**src/rtl/sinfonia_pkg.sv**
```systemverilog
// Shared types for the Simon-style game controller: FSM state codes and width helpers.
package sinfonia_pkg;

    typedef enum logic [3:0] {
        INICIAL       = 4'h0,
        PREPARA       = 4'h1,
        TOCA_NOTA     = 4'h2,
        PAUSA_NOTA    = 4'h3,
        ESPERA_JOGADA = 4'h4,
        ESPERA_SOLTAR = 4'h5,
        COMPARA       = 4'h6,
        ERRO          = 4'h7,
        FIM_RODADA    = 4'h8,
        FIM_ACERTOU   = 4'h9,
        FIM_ERROU     = 4'hA
    } estado_t;

    // Bits needed to index 'valor' items, never less than one.
    function automatic int largura(input int valor);
        return (valor <= 2) ? 1 : $clog2(valor);
    endfunction

    function automatic int maximo3(input int a, input int b, input int c);
        int m;
        m = (a > b) ? a : b;
        return (m > c) ? m : c;
    endfunction

endpackage

```
**src/rtl/contador_m.sv**
```systemverilog
// Up-counter with enable, synchronous clear and terminal-count flag (fim when q == limite).
// Latency: fim is registered-state derived, valid the cycle q reaches limite.
// Backpressure: none; the count holds at limite until cleared.
module contador_m #(
    parameter int W = 8
) (
    input  logic         clock,
    input  logic         reset,
    input  logic         clr,
    input  logic         en,
    input  logic [W-1:0] limite,
    output logic         fim
);

    logic [W-1:0] q;

    always_ff @(posedge clock or posedge reset) begin
        if (reset)
            q <= '0;
        else if (clr)
            q <= '0;
        else if (en && !fim)
            q <= q + W'(1);
    end

    assign fim = (q == limite);

endmodule

```
**src/rtl/unidade_controle_param.sv**
```systemverilog
// Game control unit: plays rounds from the note ROM, checks player presses, keeps lives/score.
// Latency: Moore outputs, one cycle per control step; note/pause lengths set by parameters.
// Backpressure: none; waits on button levels. TIMEOUT_JOGADA_EN adds a player response timeout.
module unidade_controle_param
    import sinfonia_pkg::*;
#(
    parameter int N_BOTOES       = 4,
    parameter int MAX_RODADAS    = 16,
    parameter int VIDAS          = 3,
    parameter int NOTA_CICLOS    = 50,
    parameter int PAUSA_CICLOS   = 25,
    parameter int TIMEOUT_CICLOS = 500,
    parameter int PW             = 8,
    localparam int AW = largura(MAX_RODADAS),
    localparam int VW = largura(VIDAS + 1),
    localparam int TW = largura(maximo3(NOTA_CICLOS, PAUSA_CICLOS, TIMEOUT_CICLOS) + 1)
) (
    input  logic                clock,
    input  logic                reset,
    input  logic                jogar,
    input  logic                modo_treino,
    input  logic [N_BOTOES-1:0] botoes,
    input  logic [N_BOTOES-1:0] nota_memoria,
    output logic [AW-1:0]       endereco,
    output logic [N_BOTOES-1:0] nota_tocar,
    output logic                tocando,
    output logic [AW-1:0]       rodada,
    output logic [PW-1:0]       pontos,
    output logic [VW-1:0]       vidas,
    output logic                pronto,
    output logic                acertou,
    output logic                errou,
    output logic [3:0]          db_estado
);

    estado_t               estado, estado_prox;
    logic                  treino;
    logic [N_BOTOES-1:0]   jogada;
    logic                  troca;
    logic                  fim_tempo;
    logic                  estouro;
    logic [TW-1:0]         limite_tempo;
    logic                  ultimo;
    logic [PW:0]           soma;
    logic [PW-1:0]         pontos_sat;

    assign ultimo = (endereco == rodada);
    assign troca  = (estado_prox != estado);

    // Every state change reloads the timers, so each timed state starts counting from zero.
    assign limite_tempo = (estado == TOCA_NOTA) ? TW'(NOTA_CICLOS - 1) : TW'(PAUSA_CICLOS - 1);

    contador_m #(.W(TW)) u_tempo (
        .clock  (clock),
        .reset  (reset),
        .clr    (troca),
        .en     ((estado == TOCA_NOTA) || (estado == PAUSA_NOTA)),
        .limite (limite_tempo),
        .fim    (fim_tempo)
    );

`ifdef TIMEOUT_JOGADA_EN
    contador_m #(.W(TW)) u_resposta (
        .clock  (clock),
        .reset  (reset),
        .clr    (troca),
        .en     (estado == ESPERA_JOGADA),
        .limite (TW'(TIMEOUT_CICLOS - 1)),
        .fim    (estouro)
    );
`else
    assign estouro = 1'b0;
`endif

    always_ff @(posedge clock or posedge reset) begin
        if (reset)
            estado <= INICIAL;
        else
            estado <= estado_prox;
    end

    always_comb begin
        estado_prox = estado;
        case (estado)
            INICIAL, FIM_ACERTOU, FIM_ERROU:
                if (jogar) estado_prox = PREPARA;
            PREPARA:
                estado_prox = TOCA_NOTA;
            TOCA_NOTA:
                if (fim_tempo) estado_prox = PAUSA_NOTA;
            PAUSA_NOTA:
                if (fim_tempo) estado_prox = ultimo ? ESPERA_JOGADA : TOCA_NOTA;
            ESPERA_JOGADA:
                if (|botoes)      estado_prox = ESPERA_SOLTAR;
                else if (estouro) estado_prox = ERRO;
            ESPERA_SOLTAR:
                if (botoes == '0) estado_prox = COMPARA;
            COMPARA:
                if (jogada != nota_memoria) estado_prox = ERRO;
                else if (ultimo)            estado_prox = FIM_RODADA;
                else                        estado_prox = ESPERA_JOGADA;
            ERRO:
                estado_prox = (!treino && vidas == VW'(1)) ? FIM_ERROU : TOCA_NOTA;
            FIM_RODADA:
                estado_prox = (rodada == AW'(MAX_RODADAS - 1)) ? FIM_ACERTOU : TOCA_NOTA;
            default:
                estado_prox = INICIAL;
        endcase
    end

    assign soma       = {1'b0, pontos} + (PW + 1)'(rodada) + (PW + 1)'(1);
    assign pontos_sat = soma[PW] ? '1 : soma[PW-1:0];

    always_ff @(posedge clock or posedge reset) begin
        if (reset) begin
            rodada   <= '0;
            endereco <= '0;
            pontos   <= '0;
            vidas    <= VW'(VIDAS);
            jogada   <= '0;
            treino   <= 1'b0;
        end else begin
            case (estado)
                INICIAL, FIM_ACERTOU, FIM_ERROU:
                    if (jogar) treino <= modo_treino;
                PREPARA: begin
                    rodada   <= '0;
                    endereco <= '0;
                    pontos   <= '0;
                    vidas    <= VW'(VIDAS);
                end
                PAUSA_NOTA:
                    if (fim_tempo) endereco <= ultimo ? '0 : endereco + AW'(1);
                ESPERA_JOGADA:
                    if (|botoes) jogada <= botoes;
                COMPARA:
                    if (jogada == nota_memoria && !ultimo) endereco <= endereco + AW'(1);
                ERRO: begin
                    if (!treino) vidas <= vidas - VW'(1);
                    endereco <= '0;
                end
                FIM_RODADA: begin
                    if (!treino) pontos <= pontos_sat;
                    if (rodada != AW'(MAX_RODADAS - 1)) begin
                        rodada   <= rodada + AW'(1);
                        endereco <= '0;
                    end
                end
                default: ;
            endcase
        end
    end

    always_comb begin
        nota_tocar = '0;
        tocando    = 1'b0;
        pronto     = 1'b0;
        acertou    = 1'b0;
        errou      = 1'b0;
        case (estado)
            TOCA_NOTA: begin
                nota_tocar = nota_memoria;
                tocando    = 1'b1;
            end
            ERRO:        errou = 1'b1;
            FIM_ACERTOU: begin
                pronto  = 1'b1;
                acertou = 1'b1;
            end
            FIM_ERROU: begin
                pronto = 1'b1;
                errou  = 1'b1;
            end
            default: ;
        endcase
    end

    assign db_estado = estado;

endmodule

```
**config.mk**
```make
export PLATFORM = sky130hd
export DESIGN_NAME = unidade_controle_param
export DESIGN_NICKNAME = d
export VERILOG_FILES = /design/src/rtl/sinfonia_pkg.sv /design/src/rtl/contador_m.sv /design/src/rtl/unidade_controle_param.sv
export SDC_FILE = /design/constraint.sdc
export NUM_CORES = 1
export LEC_CHECK = 0
export ABC_AREA = 1
export ABC_CLOCK_PERIOD_IN_PS = 6500
export BUFFER_PORTS_ARGS = -buffer_cell sky130_fd_sc_hd__buf_2
export CAP_MARGIN = 20
export CORE_ASPECT_RATIO = 2
export CORE_UTILIZATION = 45
export DETAILED_ROUTE_END_ITERATION = 16
export GPL_TIMING_DRIVEN = 0
export PLACE_DENSITY = 0.65
export SETUP_SLACK_MARGIN = 0.05
export SYNTH_ARGS = -nofsm -noshare
export SYNTH_HDL_FRONTEND = slang
export SYNTH_SLANG_ARGS = --single-unit
```
**constraint.sdc**
```tcl
create_clock -name clock -period 6.5 [get_ports clock]
set_input_delay 1.95 -clock clock [delete_from_list [all_inputs] [get_ports clock]]
set_output_delay 1.95 -clock clock [all_outputs]
set_load 0.05 [all_outputs]
```
==> reports/metrics.csv, run 1 <==
stage,metric,value,unit
power_and_ir_drop,PD cells,144.8,mW/mm^2
critical_path,r2r setup slk,3920,ps
timing,"Slew Viols, Final",0,
critical_path,CP Depth,4,
critical_path,kind of critical path,input pin to output port,
global_route,largest net degree at the start of global routing,37,
floorplan,Die Y,107.2,um
clock_network,TritonCTS clock tree,yes,
routing,1st-pass router iterations,4,
layout,layout cells sized above 1,18.34,%
synthesis,Syn Inst Count,360,
critical_path,CP endpoint kind,output port,
critical_path,"Req. time, crit path",4550,ps
timing,setup_tns,0,ps
clock_network,root buf cell,clkbuf_8,
routing,final WL,6081,um
timing,Slew @ Worst Pin,777.7,ps
timing,minimum clock period,4436,ps
layout,post-route cell area,0.002859,sq mm
floorplan,die area,0.005850,sq mm
synthesis,average size of a mapped cell,6.913,sq um
clock_network,total CTS buffers,5,
synthesis,async set or reset register ratio after synthesis,100.0,%
routing,vias,2419,
critical_path,Critical path buffers and inverters,3,
timing,Max Clock Skew,10.80,ps
synthesis,yosys warns,0,
synthesis,"Net Count, Synth",381,
timing,Worst slew margin,48.08,%
routing,ANT nets after route,0,
clock_network,Post-CTS Setup Repair Bufs,0,
floorplan,Initial Utilization,46.32,%
routing,DR vias/cell,5.158,
critical_path,CP startpoint,nota_memoria[3],
power_and_ir_drop,static leakage,0.001595,uW
critical_path,CP max FO,3,
clock_network,# resized after CTS,0,
critical_path,CP dominant cell by count,buf_2,
floorplan,io pins,42,
layout,Final Net Count,429,
synthesis,area of the mapped netlist,0.002489,sq mm
layout,antenna cells,0,
clock_network,clk slew on worst S/H paths,70,ps
synthesis,"Seq/Total Area, Yosys",36.30,%
power_and_ir_drop,Max VDD drop,0.1414,mV
place,DP Area,0.002769,sq mm
outcome,status,finished clean,
synthesis,Synth top area share,34.19,%
job,MaxCap Viol Count,0,
routing,WL/cell,12.97,um
critical_path,CP arrival,2490,ps
routing,Starting DRT DRC Count,54,
critical_path,Reg-to-Reg Start,rodada[0]$_DFFE_PP0P_,
global_route,first-pass GRT wire length,10310,um
worst_hold_path,min-delay src,vidas[1]$_DFFE_PP1P_,
critical_path,Crit-path slowest cell,buf_2,
synthesis,synthesized flop and latch total,36,
critical_path,crit-path cells,buf_2 -> inv_1 -> nor2_1 -> buf_2,
clock_network,clock sinks,36,
synthesis,"EDFF count, synth",0,
critical_path,Reg2Reg Depth,12,
clock_network,# hold bufs at CTS,0,
critical_path,largest delay contributor family on the critical path,buffers and inverters,
synthesis,Post-synth top cells,"86 x nand2_1, 63 x inv_1, 53 x nor2_1",
timing,RSZ-0062 raised after global routing,false,
synthesis,post-synthesis cell type count,29,
floorplan,std cell rows,38,
global_route,vias in the first global route,2508,
timing,final setup fails,0,
synthesis,post-synth top area cell,dfrtp_1,
global_route,GRT overflow,0,
place,input/output buffers,41,
critical_path,CP peak stage delay,260,ps
clock_network,worst skew pair latency,300,ps
synthesis,Synth Flop Type,dfrtp_1,
global_route,GRT Total Usage,24.45,%
routing,DRC Markers,0,
synthesis,most frequent cell after synthesis,nand2_1,
worst_hold_path,hold depth,2,
global_route,initial antenna violation count,0,
layout,Syn-to-layout area delta,14.88,%
timing,fmax,225.5,MHz
floorplan,Chip Width,54.59,um
clock_network,H-tree lvl count,2,
clock_network,CTS Buffer Depth,2,
timing,final worst-path cycle share,68.24,%
worst_hold_path,worst hold path class,register to register,
timing,Final Hold Fails,0,
synthesis,most area-consuming cells after synthesis,"dfrtp_1 34%, nand2_1 13%, inv_1 9.5%, nor2_1 8.0%, nand3_1 4.6%",
floorplan,core area,0.005373,sq mm
place,DP Wirelength,4947,um
place,gpl congestion,0.8810,
critical_path,Startpoint Class,input pin,
-- cell type report --
class                      count  area [sq um]
fill                         583          2514
multi-input combinational    259          1341
sequential                    36         903.4
inverter                      65         244.0
timing repair buffer          41         205.2
clock buffer                   8         90.09
tap                           60         75.07
-- kinds of logic after synthesis --
group,count (synthesis),synth area share (%)
xor+xnor,10,3.519
compound gates,40,8.446
flops,36,36.30
simple gates,199,36.65
fa+ha+maj,9,4.827
mux,1,0.4525
buf+inv,65,9.804
-- state kept, by name (all words and copies together), names as in the netlist --
signal / flops
db_estado: 4
endereco: 4
jogada: 4
pontos: 8
rodada: 4
treino: 1
u_tempo.q: 9
vidas: 2
-- path summary, 6_finish.rpt --
path	to
worst min register to register	vidas[1]$_DFFE_PP1P_
worst min-delay path	vidas[1]$_DFFE_PP1P_
worst max-delay path	nota_tocar[3]
max in group asynchronous	jogada[2]$_DFFE_PP0P_
worst max register to register	pontos[1]$_DFFE_PP0P_
min in group asynchronous	pontos[6]$_DFFE_PP0P_
-- worst register-to-register path, cell delays in order (launching register included) --
cell and delay (ps):
dfrtp_1 440, inv_1 130, ha_1 240, fa_1 400, nor2_1 160, o21ai_0 130, nand2_1 90, nand2_1 70
nor2_1 130, nand2_1 100, nor2_1 370, o21ai_0 160, o21ai_0 100
-- per-stage QoR --
stage                     cells  hold slack, ps  util [%]  setup slack (ps)  power, uW
final                       469           515.5     53.21              2064      414.0
after global routing        469           549.6     53.21              2029      428.4
after CTS                   469           522.8     53.21              2053      419.5
after detailed placement    461           507.4     51.54              2053      249.0
after global placement      461           501.2     51.54              2061      248.6
after floorplan             360           474.6         -              1909      240.9
-- routing by layer --
| layer | up-vias | global-route usage, % | share of wire, % |
|---|---|---|---|
| met5 | - | 0 | 0 |
| met3 | 17 | 4.397 | 2.1 |
| met2 | 41 | 46.64 | 59 |
| li1 | 1234 | - | - |
| met1 | 1127 | 20.96 | 35 |
| met4 | 0 | 14.29 | 3.8 |
-- power by group --
part	internal (uW)	leakage (uW)	switching, uW
Combinational	5.29	0.00108	14.8
Clock	86.5	0.0000455	83.5
Sequential	224	0.000470	0
Total	316	0.00160	98.3
-- placed cells by master (no fill, tap or decap), types with 4 or more instances in the layout --
| master | n |
|---|---|
| nand2_1 | 86 |
| inv_1 | 62 |
| nor2_1 | 53 |
| buf_2 | 41 |
| dfrtp_1 | 34 |
| nand3_1 | 23 |
| o21ai_0 | 21 |
| a21oi_1 | 12 |
| nand2_2 | 8 |
| ha_1 | 8 |
| nor3_1 | 7 |
| nand4_1 | 6 |
| xor2_1 | 6 |
| clkbuf_8 | 6 |
| nor2_2 | 4 |
| xnor2_1 | 4 |
| o22ai_1 | 4 |
(Power assumes the default switching activity.)
==> inputs of run 2 (changes only) <==
- ABC_CLOCK_PERIOD_IN_PS: 6500 -> 3760
- PLACE_DENSITY: 0.65 -> 0.68
- clock period: 6.5 -> 3.76 ns (I/O delays scaled with it)
==> run 2 against run 1 <==
Against the previous run:
- count of clock-buffer cells in the layout fell by 2
- routed wire length fell by 1.7%
- sequential power rose by 73%
- non-clock buffer count stayed put
- total power increased by 83%
- die area did not move
- clock skew decreased by 1.0 ps
- clock power grew 98%
- setup slack got worse by 1100 ps
- largest power group unchanged
==> reports/metrics.csv, run 2 (synthesis results as in run 1) <==
stage,metric,value,unit,change
outcome,status,finished clean,,
timing,final worst-path cycle share,74.59,%,
global_route,GRT overflow,0,,unchanged
timing,Final Hold Fails,0,,unchanged
global_route,GR Util met2,43.72,%,-2.9 points
worst_hold_path,min-delay src,vidas[1]$_DFFE_PP1P_,,
global_route,initial antenna violation count,0,,unchanged
place,DP Wirelength,4935,um,-0.26%
timing,final setup fails,0,,unchanged
floorplan,core area,0.005373,sq mm,unchanged
routing,Starting DRT DRC Count,47,,-13%
layout,largest registers,"u_tempo.q (9), pontos (8)",,
clock_network,H-tree lvl count,2,,unchanged
layout,Layout Utilization,53.54,%,+0.33 points
routing,1st-pass router iterations,4,,unchanged
power_and_ir_drop,clock network fraction of total power,44.3,%,+3.2 points
critical_path,Reg2Reg Depth,12,,unchanged
critical_path,CP endpoint kind,output port,,
timing,fmax,356.6,MHz,
timing,setup_tns,0,ps,unchanged
floorplan,Chip Width,54.59,um,unchanged
power_and_ir_drop,Flop pwr share,51.1,%,-3.0 points
global_route,GRT Total Usage,22.76,%,-1.7 points
timing,Worst slew margin,49.13,%,+1.1 points
worst_hold_path,worst hold path class,register to register,,
layout,Syn-to-layout area delta,15.59,%,
floorplan,die area,0.005850,sq mm,unchanged
routing,DR vias/cell,5.124,,-0.66%
layout,layout cells sized above 1,18.58,%,+0.24 points
power_and_ir_drop,Combinational Power Share,4.5,%,-0.3 points
layout,Biggest register,u_tempo.q,,
power_and_ir_drop,Pint,593.0,uW,+88%
power_and_ir_drop,Switching Share,21.69,%,-2.0 points
timing,Max Clock Skew,9.762,ps,-1.035 ps
power_and_ir_drop,Max VDD drop,0.2246,mV,+59%
layout,most frequent cells in the layout,"86 x nand2_1, 62 x inv_1, 53 x nor2_1, 41 x buf_2, 34 x dfrtp_1",,
critical_path,Startpoint Class,input pin,,
timing,Slew @ Worst Pin,761.9,ps,-15.80 ps
routing,vias,2403,,-0.66%
layout,Final Net Count,429,,unchanged
global_route,largest net degree at the start of global routing,37,,unchanged
place,Post-Place Cells,461,,unchanged
timing,minimum clock period,2805,ps,
layout,post-route cell area,0.002877,sq mm,+0.61%
routing,DRC Markers,0,,unchanged
power_and_ir_drop,static leakage,0.001605,uW,+0.61%
clock_network,clk slew on worst S/H paths,70,ps,about the same
clock_network,CTS Buffer Depth,2,,unchanged
global_route,GRT Max-Usage Layer,met2,,
routing,ANT nets after route,0,,unchanged
clock_network,total CTS buffers,5,,unchanged
critical_path,Reg-to-Reg Start,rodada[0]$_DFFE_PP0P_,,
global_route,first-pass GRT wire length,9660,um,-6.3%
place,gpl congestion,0.8757,,-0.60%
critical_path,r2r setup slk,1190,ps,-2730 ps
routing,WL/cell,12.74,um,-1.7%
critical_path,CP max FO,3,,unchanged
routing,final WL,5975,um,-1.7%
critical_path,"Req. time, crit path",2630,ps,-1920 ps
clock_network,# hold bufs at CTS,0,,unchanged
floorplan,io pins,42,,unchanged
clock_network,worst skew pair latency,290,ps,about the same
worst_hold_path,hold path endpoint,vidas[1]$_DFFE_PP1P_,,
floorplan,Die Y,107.2,um,unchanged
critical_path,CP arrival,1680,ps,-810 ps
critical_path,R2R Path End,pontos[2]$_DFFE_PP0P_,,
clock_network,Post-CTS Setup Repair Bufs,0,,unchanged
clock_network,# resized after CTS,0,,unchanged
global_route,met1 Use GR,19.95,%,-1.0 points
layout,"most common cell after layout, fill and taps aside",nand2_1,,
place,DP Area,0.002769,sq mm,unchanged
job,MaxCap Viol Count,0,,unchanged
floorplan,std cell rows,38,,unchanged
clock_network,clock sinks,36,,unchanged
critical_path,kind of critical path,input pin to output port,,
place,input/output buffers,41,,unchanged
power_and_ir_drop,PD cells,263.3,mW/mm^2,+82%
floorplan,Initial Utilization,46.32,%,unchanged
power_and_ir_drop,Psw,164.3,uW,+67%
timing,"Slew Viols, Final",0,,unchanged
layout,number of non-filler instances in the completed layout,469,,unchanged
clock_network,root buf cell,clkbuf_8,,
worst_hold_path,hold depth,2,,unchanged
layout,antenna cells,0,,unchanged
timing,RSZ-0062 raised after global routing,false,,
layout,max FFs per register,9,,unchanged
global_route,vias in the first global route,2349,,-6.3%
clock_network,TritonCTS clock tree,yes,,
global_route,met3 usage,4.397,%,unchanged
-- run 2: cell count changes in the layout (fill, tap and decap cells not counted) --
cell	before	now
bufinv_16	0	1
clkbuf_1	2	1
clkbuf_8	6	5
clkinv_2	0	1
-- run 2: final cells by class --
cell class | instances | area [sq um]
Fill cell | 583 | 2496
Multi-Input combinational cell | 259 | 1341
Sequential cell | 36 | 903.4
Inverter | 65 | 244.0
Timing Repair Buffer | 41 | 205.2
Tap cell | 60 | 75.07
Clock buffer | 6 | 72.57
Clock inverter | 2 | 35.03
-- run 2: how the worst max path moves through the flow --
| stage | startpoint | endpoint | slack [ps] |
|---|---|---|---|
| after floorplan | nota_memoria[0] | nota_tocar[0] | 810 |
| after global placement | nota_memoria[3] | nota_tocar[3] | 940 |
| after detailed placement | nota_memoria[3] | nota_tocar[3] | 930 |
| after CTS | nota_memoria[3] | nota_tocar[3] | 930 |
| after global routing | db_estado[3]$_DFF_PP0_ | nota_tocar[1] | 890 |
| final | nota_memoria[3] | nota_tocar[3] | 960 |
-- run 2: power by group through the flow --
stage | Combinational (uW) | Sequential (uW) | Clock, uW
final | 34.4 | 387 | 336
after global routing | 38.9 | 387 | 362
after CTS | 35.7 | 387 | 346
after detailed placement | 35.6 | 395 | 0
after global placement | 35.0 | 395 | 0
after floorplan | 21.9 | 395 | 0
-- run 2: worst max-delay path: stages --
cell and delay, ps:
buf_2 110, inv_1 50, nor2_1 110, buf_2 270
-- run 2: stage by stage --
| stage | hold WS (ps) | worst slack, ps | total power (uW) |
|---|---|---|---|
| after floorplan | 474.6 | 813.4 | 416.4 |
| after global placement | 502.6 | 943.3 | 429.5 |
| after detailed placement | 505.1 | 934.4 | 430.1 |
| after CTS | 516.8 | 931.0 | 768.3 |
| after global routing | 559.7 | 888.2 | 787.9 |
| final | 512.8 | 955.5 | 757.3 |
-- run 2: layer usage --
layer | wire, um | vias up
met5 | 0 | -
met1 | 1992 | 1114
met4 | 250 | 0
met2 | 3580 | 40
li1 | - | 1229
met3 | 151 | 20
